<file path="src/rtl/alu_reservation_station_if.sv">
// Bundle of dispatch, CDB, ALU and result signals for the ALU reservation station.
// slave: station side; master: environment side (dispatch, CDB, ALU, writeback).
interface alu_reservation_station_if #(
    parameter int DATA_WIDTH = 64,
    parameter int DEPTH      = 4,
    parameter int TAG_WIDTH  = 4
);
    localparam int CW = $clog2(DEPTH + 1);

    logic                  flush;
    logic                  dispatch_valid;
    logic                  dispatch_ready;
    logic [TAG_WIDTH-1:0]  dispatch_tag;
    logic [DATA_WIDTH-1:0] dispatch_lhs;
    logic [DATA_WIDTH-1:0] dispatch_rhs;
    logic                  dispatch_lhs_valid;
    logic                  dispatch_rhs_valid;
    logic [TAG_WIDTH-1:0]  dispatch_lhs_tag;
    logic [TAG_WIDTH-1:0]  dispatch_rhs_tag;
    logic                  dispatch_uses_imm;
    logic [2:0]            dispatch_funct3;
    logic [6:0]            dispatch_funct7;
    logic                  cdb_valid;
    logic [TAG_WIDTH-1:0]  cdb_tag;
    logic [DATA_WIDTH-1:0] cdb_data;
    logic [DATA_WIDTH-1:0] alu_lhs;
    logic [DATA_WIDTH-1:0] alu_rhs;
    logic                  alu_lhs_valid;
    logic                  alu_rhs_valid;
    logic                  alu_uses_imm;
    logic [2:0]            alu_funct3;
    logic [6:0]            alu_funct7;
    logic [DATA_WIDTH-1:0] alu_result;
    logic                  alu_result_valid;
    logic                  out_valid;
    logic                  out_ready;
    logic [TAG_WIDTH-1:0]  out_tag;
    logic [DATA_WIDTH-1:0] out_data;
    logic                  out_illegal;
    logic [CW-1:0]         occupancy;

    modport slave (
        input  flush, dispatch_valid, dispatch_tag,
        input  dispatch_lhs, dispatch_rhs,
        input  dispatch_lhs_valid, dispatch_rhs_valid,
        input  dispatch_lhs_tag, dispatch_rhs_tag,
        input  dispatch_uses_imm, dispatch_funct3, dispatch_funct7,
        input  cdb_valid, cdb_tag, cdb_data,
        input  alu_result, alu_result_valid, out_ready,
        output dispatch_ready,
        output alu_lhs, alu_rhs, alu_lhs_valid, alu_rhs_valid,
        output alu_uses_imm, alu_funct3, alu_funct7,
        output out_valid, out_tag, out_data, out_illegal, occupancy
    );

    modport master (
        output flush, dispatch_valid, dispatch_tag,
        output dispatch_lhs, dispatch_rhs,
        output dispatch_lhs_valid, dispatch_rhs_valid,
        output dispatch_lhs_tag, dispatch_rhs_tag,
        output dispatch_uses_imm, dispatch_funct3, dispatch_funct7,
        output cdb_valid, cdb_tag, cdb_data,
        output alu_result, alu_result_valid, out_ready,
        input  dispatch_ready,
        input  alu_lhs, alu_rhs, alu_lhs_valid, alu_rhs_valid,
        input  alu_uses_imm, alu_funct3, alu_funct7,
        input  out_valid, out_tag, out_data, out_illegal, occupancy
    );
endinterface

</file>
<file path="src/rtl/alu_reservation_station.sv">
// Out-of-order issue buffer for the shared ALU: captures operands from the CDB,
// issues the oldest ready entry, registers result+tag. Ports: clk, rst_n, io (slave).
module alu_reservation_station #(
    parameter int DATA_WIDTH = 64,
    parameter int DEPTH      = 4,
    parameter int TAG_WIDTH  = 4
) (
    input  logic                    clk,
    input  logic                    rst_n,
    alu_reservation_station_if.slave io
);
    localparam int CW = $clog2(DEPTH + 1);

    typedef struct packed {
        logic [TAG_WIDTH-1:0]  tag;
        logic [DATA_WIDTH-1:0] lhs;
        logic [DATA_WIDTH-1:0] rhs;
        logic                  lhs_rdy;
        logic                  rhs_rdy;
        logic [TAG_WIDTH-1:0]  lhs_tag;
        logic [TAG_WIDTH-1:0]  rhs_tag;
        logic                  uses_imm;
        logic [2:0]            funct3;
        logic [6:0]            funct7;
    } entry_t;

    // Slots 0..count_q-1 are valid; slot 0 is the oldest.
    entry_t                ent_q [DEPTH];
    entry_t                woke  [DEPTH];
    entry_t                ent_n [DEPTH];
    entry_t                new_e;
    entry_t                sel_e;
    logic [CW-1:0]         count_q;
    logic [CW-1:0]         count_n;
    logic [CW-1:0]         sel_idx;
    logic [CW-1:0]         ins_idx;
    logic                  sel_found;
    logic                  issue;
    logic                  accept;
    logic                  disp_ready;
    logic                  out_valid_q;
    logic [TAG_WIDTH-1:0]  out_tag_q;
    logic [DATA_WIDTH-1:0] out_data_q;
    logic                  out_illegal_q;

    assign disp_ready = (count_q != CW'(DEPTH));
    assign accept     = io.dispatch_valid && disp_ready && !io.flush;
    assign issue      = sel_found && (!out_valid_q || io.out_ready) && !io.flush;

    always_comb begin
        for (int i = 0; i < DEPTH; i++) begin
            woke[i] = ent_q[i];
            if (io.cdb_valid && !ent_q[i].lhs_rdy &&
                ent_q[i].lhs_tag == io.cdb_tag) begin
                woke[i].lhs     = io.cdb_data;
                woke[i].lhs_rdy = 1'b1;
            end
            if (io.cdb_valid && !ent_q[i].rhs_rdy &&
                ent_q[i].rhs_tag == io.cdb_tag) begin
                woke[i].rhs     = io.cdb_data;
                woke[i].rhs_rdy = 1'b1;
            end
        end
    end

    // Readiness uses registered state, so a wakeup takes effect next cycle.
    always_comb begin
        sel_found = 1'b0;
        sel_idx   = '0;
        sel_e     = '0;
        for (int i = 0; i < DEPTH; i++) begin
            if (!sel_found && CW'(i) < count_q &&
                ent_q[i].lhs_rdy && ent_q[i].rhs_rdy) begin
                sel_found = 1'b1;
                sel_idx   = CW'(i);
                sel_e     = ent_q[i];
            end
        end
    end

    always_comb begin
        new_e          = '0;
        new_e.tag      = io.dispatch_tag;
        new_e.lhs_tag  = io.dispatch_lhs_tag;
        new_e.rhs_tag  = io.dispatch_rhs_tag;
        new_e.uses_imm = io.dispatch_uses_imm;
        new_e.funct3   = io.dispatch_funct3;
        new_e.funct7   = io.dispatch_funct7;
        unique case (1'b1)
            io.dispatch_lhs_valid: begin
                new_e.lhs     = io.dispatch_lhs;
                new_e.lhs_rdy = 1'b1;
            end
            io.cdb_valid && io.cdb_tag == io.dispatch_lhs_tag: begin
                new_e.lhs     = io.cdb_data;
                new_e.lhs_rdy = 1'b1;
            end
            default: ;
        endcase
        unique case (1'b1)
            io.dispatch_rhs_valid: begin
                new_e.rhs     = io.dispatch_rhs;
                new_e.rhs_rdy = 1'b1;
            end
            io.cdb_valid && io.cdb_tag == io.dispatch_rhs_tag: begin
                new_e.rhs     = io.cdb_data;
                new_e.rhs_rdy = 1'b1;
            end
            default: ;
        endcase
    end

    // Issue closes the gap by shifting younger entries down; the new
    // entry lands just past the surviving ones.
    always_comb begin
        for (int i = 0; i < DEPTH; i++) begin
            ent_n[i] = woke[i];
        end
        if (issue) begin
            for (int i = 0; i < DEPTH - 1; i++) begin
                if (CW'(i) >= sel_idx) begin
                    ent_n[i] = woke[i+1];
                end
            end
        end
        ins_idx = count_q - CW'(issue);
        if (accept) begin
            for (int i = 0; i < DEPTH; i++) begin
                if (CW'(i) == ins_idx) begin
                    ent_n[i] = new_e;
                end
            end
        end
        if (io.flush) begin
            count_n = '0;
        end else begin
            count_n = count_q + CW'(accept) - CW'(issue);
        end
    end

    always_ff @(posedge clk or negedge rst_n) begin
        if (!rst_n) begin
            count_q       <= '0;
            out_valid_q   <= 1'b0;
            out_tag_q     <= '0;
            out_data_q    <= '0;
            out_illegal_q <= 1'b0;
            for (int i = 0; i < DEPTH; i++) begin
                ent_q[i] <= '0;
            end
        end else begin
            count_q <= count_n;
            for (int i = 0; i < DEPTH; i++) begin
                ent_q[i] <= ent_n[i];
            end
            if (io.flush) begin
                out_valid_q <= 1'b0;
            end else if (issue) begin
                out_valid_q   <= 1'b1;
                out_tag_q     <= sel_e.tag;
                out_illegal_q <= !io.alu_result_valid;
                out_data_q    <= io.alu_result_valid ? io.alu_result : '0;
            end else if (out_valid_q && io.out_ready) begin
                out_valid_q <= 1'b0;
            end
        end
    end

    assign io.dispatch_ready = disp_ready;
    assign io.alu_lhs        = sel_e.lhs;
    assign io.alu_rhs        = sel_e.rhs;
    assign io.alu_lhs_valid  = sel_found;
    assign io.alu_rhs_valid  = sel_found;
    assign io.alu_uses_imm   = sel_e.uses_imm;
    assign io.alu_funct3     = sel_e.funct3;
    assign io.alu_funct7     = sel_e.funct7;
    assign io.out_valid      = out_valid_q;
    assign io.out_tag        = out_tag_q;
    assign io.out_data       = out_data_q;
    assign io.out_illegal    = out_illegal_q;
    assign io.occupancy      = count_q;
endmodule

</file>
<file path="src/flat_wrapper.sv">
// flat-port wrapper written by rule: the top's interface ports become plain ports
module alu_reservation_station_flat 
#(
    parameter int DATA_WIDTH = 64,
    parameter int DEPTH      = 4,
    parameter int TAG_WIDTH  = 4
)
  (clk, rst_n, io_flush, io_dispatch_valid, io_dispatch_tag, io_dispatch_lhs, io_dispatch_rhs, io_dispatch_lhs_valid, io_dispatch_rhs_valid, io_dispatch_lhs_tag, io_dispatch_rhs_tag, io_dispatch_uses_imm, io_dispatch_funct3, io_dispatch_funct7, io_cdb_valid, io_cdb_tag, io_cdb_data, io_alu_result, io_alu_result_valid, io_out_ready, io_dispatch_ready, io_alu_lhs, io_alu_rhs, io_alu_lhs_valid, io_alu_rhs_valid, io_alu_uses_imm, io_alu_funct3, io_alu_funct7, io_out_valid, io_out_tag, io_out_data, io_out_illegal, io_occupancy);
  alu_reservation_station_if #(.DATA_WIDTH(DATA_WIDTH), .DEPTH(DEPTH), .TAG_WIDTH(TAG_WIDTH)) io_i ();
  input  logic clk;
  input  logic rst_n;
  input wire logic [$bits(io_i.flush)-1:0] io_flush;
  input wire logic [$bits(io_i.dispatch_valid)-1:0] io_dispatch_valid;
  input wire logic [$bits(io_i.dispatch_tag)-1:0] io_dispatch_tag;
  input wire logic [$bits(io_i.dispatch_lhs)-1:0] io_dispatch_lhs;
  input wire logic [$bits(io_i.dispatch_rhs)-1:0] io_dispatch_rhs;
  input wire logic [$bits(io_i.dispatch_lhs_valid)-1:0] io_dispatch_lhs_valid;
  input wire logic [$bits(io_i.dispatch_rhs_valid)-1:0] io_dispatch_rhs_valid;
  input wire logic [$bits(io_i.dispatch_lhs_tag)-1:0] io_dispatch_lhs_tag;
  input wire logic [$bits(io_i.dispatch_rhs_tag)-1:0] io_dispatch_rhs_tag;
  input wire logic [$bits(io_i.dispatch_uses_imm)-1:0] io_dispatch_uses_imm;
  input wire logic [$bits(io_i.dispatch_funct3)-1:0] io_dispatch_funct3;
  input wire logic [$bits(io_i.dispatch_funct7)-1:0] io_dispatch_funct7;
  input wire logic [$bits(io_i.cdb_valid)-1:0] io_cdb_valid;
  input wire logic [$bits(io_i.cdb_tag)-1:0] io_cdb_tag;
  input wire logic [$bits(io_i.cdb_data)-1:0] io_cdb_data;
  input wire logic [$bits(io_i.alu_result)-1:0] io_alu_result;
  input wire logic [$bits(io_i.alu_result_valid)-1:0] io_alu_result_valid;
  input wire logic [$bits(io_i.out_ready)-1:0] io_out_ready;
  output wire logic [$bits(io_i.dispatch_ready)-1:0] io_dispatch_ready;
  output wire logic [$bits(io_i.alu_lhs)-1:0] io_alu_lhs;
  output wire logic [$bits(io_i.alu_rhs)-1:0] io_alu_rhs;
  output wire logic [$bits(io_i.alu_lhs_valid)-1:0] io_alu_lhs_valid;
  output wire logic [$bits(io_i.alu_rhs_valid)-1:0] io_alu_rhs_valid;
  output wire logic [$bits(io_i.alu_uses_imm)-1:0] io_alu_uses_imm;
  output wire logic [$bits(io_i.alu_funct3)-1:0] io_alu_funct3;
  output wire logic [$bits(io_i.alu_funct7)-1:0] io_alu_funct7;
  output wire logic [$bits(io_i.out_valid)-1:0] io_out_valid;
  output wire logic [$bits(io_i.out_tag)-1:0] io_out_tag;
  output wire logic [$bits(io_i.out_data)-1:0] io_out_data;
  output wire logic [$bits(io_i.out_illegal)-1:0] io_out_illegal;
  output wire logic [$bits(io_i.occupancy)-1:0] io_occupancy;
  assign io_i.flush = io_flush;
  assign io_i.dispatch_valid = io_dispatch_valid;
  assign io_i.dispatch_tag = io_dispatch_tag;
  assign io_i.dispatch_lhs = io_dispatch_lhs;
  assign io_i.dispatch_rhs = io_dispatch_rhs;
  assign io_i.dispatch_lhs_valid = io_dispatch_lhs_valid;
  assign io_i.dispatch_rhs_valid = io_dispatch_rhs_valid;
  assign io_i.dispatch_lhs_tag = io_dispatch_lhs_tag;
  assign io_i.dispatch_rhs_tag = io_dispatch_rhs_tag;
  assign io_i.dispatch_uses_imm = io_dispatch_uses_imm;
  assign io_i.dispatch_funct3 = io_dispatch_funct3;
  assign io_i.dispatch_funct7 = io_dispatch_funct7;
  assign io_i.cdb_valid = io_cdb_valid;
  assign io_i.cdb_tag = io_cdb_tag;
  assign io_i.cdb_data = io_cdb_data;
  assign io_i.alu_result = io_alu_result;
  assign io_i.alu_result_valid = io_alu_result_valid;
  assign io_i.out_ready = io_out_ready;
  assign io_dispatch_ready = io_i.dispatch_ready;
  assign io_alu_lhs = io_i.alu_lhs;
  assign io_alu_rhs = io_i.alu_rhs;
  assign io_alu_lhs_valid = io_i.alu_lhs_valid;
  assign io_alu_rhs_valid = io_i.alu_rhs_valid;
  assign io_alu_uses_imm = io_i.alu_uses_imm;
  assign io_alu_funct3 = io_i.alu_funct3;
  assign io_alu_funct7 = io_i.alu_funct7;
  assign io_out_valid = io_i.out_valid;
  assign io_out_tag = io_i.out_tag;
  assign io_out_data = io_i.out_data;
  assign io_out_illegal = io_i.out_illegal;
  assign io_occupancy = io_i.occupancy;
  alu_reservation_station #(.DATA_WIDTH(DATA_WIDTH), .DEPTH(DEPTH), .TAG_WIDTH(TAG_WIDTH)) u_core (.clk(clk), .rst_n(rst_n), .io(io_i));
endmodule
</file>
<file path="config.mk">
export PLATFORM = sky130hd
export DESIGN_NAME = alu_reservation_station_flat
export DESIGN_NICKNAME = d
export VERILOG_FILES = /design/src/rtl/alu_reservation_station_if.sv /design/src/rtl/alu_reservation_station.sv /design/src/flat_wrapper.sv
export SDC_FILE = /design/constraint.sdc
export NUM_CORES = 2
export LEC_CHECK = 0
export BUFFER_PORTS_ARGS = -buffer_cell sky130_fd_sc_hd__clkbuf_2
export CAP_MARGIN = 10
export CELL_PAD_IN_SITES_DETAIL_PLACEMENT = 1
export CELL_PAD_IN_SITES_GLOBAL_PLACEMENT = 2
export CORE_UTILIZATION = 38
export CTS_CLUSTER_SIZE = 28
export DETAILED_ROUTE_END_ITERATION = 8
export HOLD_SLACK_MARGIN = 0.06
export PLACE_DENSITY = 0.95
export SLEW_MARGIN = 15
export SYNTH_ARGS = -nofsm -noshare
export SYNTH_HDL_FRONTEND = slang
export SYNTH_SLANG_ARGS = --single-unit
</file>
<file path="constraint.sdc">
create_clock -name clk -period 12.2 [get_ports clk]
set_clock_uncertainty 0.2 [all_clocks]
set_input_delay 2.44 -clock clk [delete_from_list [all_inputs] [get_ports clk]]
set_output_delay 2.44 -clock clk [all_outputs]
set_load 0.02 [all_outputs]
</file>
==> metrics.txt <==
Seq/Total Area, Yosys 44.68%; Rows 116; Layout Nets 4608; total grt overflow 0; clk sinks 685; Compound-Gate Fraction of Synth Area 29.52%; CTS Buffer Depth 3; Synth area leaders dfrtp_1 (45%), nand2_1 (6.8%), o221ai_1 (4.5%), a221o_1 (3.6%), nor2_1 (3.4%); Setup TNS Final 0 ns; maximum VDD drop 0.0001900 V; clock tree from TritonCTS yes; H-tree depth 3; DP Worst Slack 5.310 ns; critical path type flip-flop to output pin; hpwl dp 91.57 mm; final setup fails 0; max-slew violations 0; share of layout cells above drive strength 1 19.62%; top cells by count, synth nand2_1 (700), dfrtp_1 (685), nor2_1 (352), clkbuf_1 (337), a21oi_1 (198); Max-Cap Viols 0; # hold bufs at CTS 0; Distinct cells, synth 70; fillers 11510; status complete, no violations; RePlAce Congestion 0.8063; Min Clock Period, post-route 7.445 ns; Hold Path Class flip-flop to flip-flop; DR DRC count 0; met2 global-route usage 50.29%; Worst EP arrival 4.81 ns; Resized Gates After CTS 0; area taken by multi-input logic gates 0.01824 sq mm; die width 319.7 microns; endpoints failing hold 0; main combinational cell family by area after synthesis compound AO/OA/AOI/OAI gates; RSZ-0062 raised after global routing no; Post-Synthesis Cells 4299; GR Util met1 40.82%; overall routing resource usage 31.72%; number of global-route vias before repair 39210; fmax 0.1343 GHz; CP required 9.56 ns; Worst-path clk slew 0.06 ns; Synth Area in Simple Gates 14.21%; io pins 507; Critical Path End Type output pin; Power Density 301.3 mW/mm^2; mux contribution to synthesized area 2.221%; Pwr Total 12.97 mW; initial DRC count 4195; post-synthesis xor/xnor area fraction 0.7991%; Avg Inst Size Synth 8.923 sq um; ys flop type dfrtp_1; Tcrit/Tclk final 61.03%; WL per Instance 29.37 microns; Die ar. 0.1022 sq mm; register area 0.01714 sq mm; first-pass GRT wire length 250.0 mm; Port-buffer cells 506; Netlist Area Pre-Place 0.03836 sq mm; setup slack after layout 4.755 ns; Synth Net Count 4598; GR Util met3 6.586%; Initial Util 38.36%; vias per cell 6.731; Most Crowded Layer GR met2; drt first pass iters 8; core box area 0.1000 sq mm; async set-reset flop share out of synthesis 100.0%; Pleak 18.24 nW; post-route ant nets 0; Synth area leader dfrtp_1; Die Y 319.7 microns; Post-Synth Adder-Cell Area 0.2479%; Slew headroom 16.70%; Yosys top cell area share 44.68%; Num CTS Buffers 83; Seq cells post-synth 685; most common cell in the netlist nand2_1; Critical Path Fanout Max 65; Clk Latency, worst-skew pair 0.66 ns; Post-synth EDFFs 0; Synth-to-Final Area Change 12.23%; final wirelength 166.9 mm; Worst Setup Start Kind flip-flop; Post-CTS Setup Inserts 0; Worst Tran Pin Value 1.249 ns; Synth warnings 0; detailed-route via count 38240; largest net degree at the start of global routing 175; Root Buffer clkbuf_16; initial antenna violation count 15
## worst max-delay path: stages (launching register included)
cell	delay (ns)
dfrtp_1	0.48
inv_1	0.13
ha_1	0.34
nor2_4	0.48
buf_4	0.91
buf_4	0.90
nand2_1	0.15
a21oi_1	0.22
a221o_1	0.21
clkbuf_2	0.19
## per-stage QoR
step,area (sq um),utilization (%),std cells,hold WS [ns]
final,43050,43.05,5681,0.2783
after global routing,43050,43.05,5680,0.3117
after CTS,43020,43.02,5671,0.2838
after detailed placement,40160,40.16,5522,0.2707
after global placement,40160,40.16,5522,0.2608
after floorplan,38360,-,4299,0.2686
## area by class of cell
class | count | share of cell area (%)
diodes | 10 | 0.05812
clock buffers | 124 | 5.914
clock inverters | 25 | 0.7323
inverters | 14 | 0.1221
multi-input cells | 2961 | 42.37
flip-flops and latches | 685 | 39.81
well taps | 1298 | 3.772
repair buffers | 564 | 7.219
## cells by family (layout without fill, tap and decap cells)
group	Yosys count	after routing
buffers and inverters	653	727
AO/OA/AOI/OAI	1532	1532
XOR/XNOR	35	35
flip-flops	685	685
other	0	10
adder cells (fa/ha/maj)	7	7
AND/OR/NAND/NOR	1319	1319
multiplexers	68	68
## layout by cell type (no fill, tap or decap), types with 10 or more instances in the layout
| cell | n |
|---|---|
| a32oi_1 | 64 |
| clkbuf_1 | 14 |
| o32ai_1 | 65 |
| diode_2 | 10 |
| o21ai_1 | 24 |
| a21oi_1 | 198 |
| clkbuf_8 | 23 |
| clkbuf_2 | 503 |
| buf_4 | 50 |
| nand3_1 | 145 |
| xor2_1 | 16 |
| and2_1 | 15 |
| a31oi_1 | 69 |
| o21ai_0 | 176 |
| nor2_1 | 350 |
| nor3_1 | 16 |
| buf_12 | 10 |
| o22ai_1 | 196 |
| a22oi_1 | 126 |
| clkinv_2 | 13 |
| mux2_2 | 37 |
| a221o_1 | 139 |
| o221ai_1 | 195 |
| dfrtp_1 | 685 |
| clkbuf_16 | 87 |
| xnor2_1 | 19 |
| o31ai_1 | 11 |
| mux2_4 | 20 |
| o22a_1 | 56 |
| o221a_2 | 57 |
| nand2_1 | 694 |
| nor4_1 | 57 |
| inv_1 | 11 |
| o211ai_1 | 56 |
| a211oi_1 | 58 |
## worst paths after layout
| check | startpoint | cells after the start | endpoint | slack (ns) |
|---|---|---|---|---|
| setup / recovery | u_core.io.occupancy[1] | 9 | io_alu_rhs[43] | 4.75 |
| hold / removal | u_core.io.out_data[35] | 2 | u_core.io.out_data[35] | 0.28 |
| setup reg to reg | u_core.io.occupancy[1] | 17 | u_core.ent_q[287] | 5.96 |
| hold reg to reg | u_core.io.out_data[35] | 2 | u_core.io.out_data[35] | 0.28 |
| max in group asynchronous | rst_n | 3 | u_core.ent_q[290] | 7.83 |
| min in group asynchronous | rst_n | 1 | u_core.ent_q[94] | 1.67 |
## per-layer routing
metal	up-vias	share of wire [%]
li1	16030	-
met1	19610	40
met2	2202	47
met3	397	8.8
met4	2	4.1
met5	-	0.0060
## registers in the layout (all words and copies together) (netlist names)
signal,count
u_core.ent_q,612
u_core.io.out_data,64
u_core.io.out_tag,4
u_core.io.occupancy,3
u_core.io.out_illegal,1
u_core.io.out_valid,1
## where the power goes
group	internal [mW]	switching, mW	leakage (nW)
sequential	3.42	0.901	8.38
clock	1.59	1.06	1.41
combinational	2.23	3.78	8.44
total	7.23	5.74	18.2
Note: power is estimated with default switching activity, not from simulation.
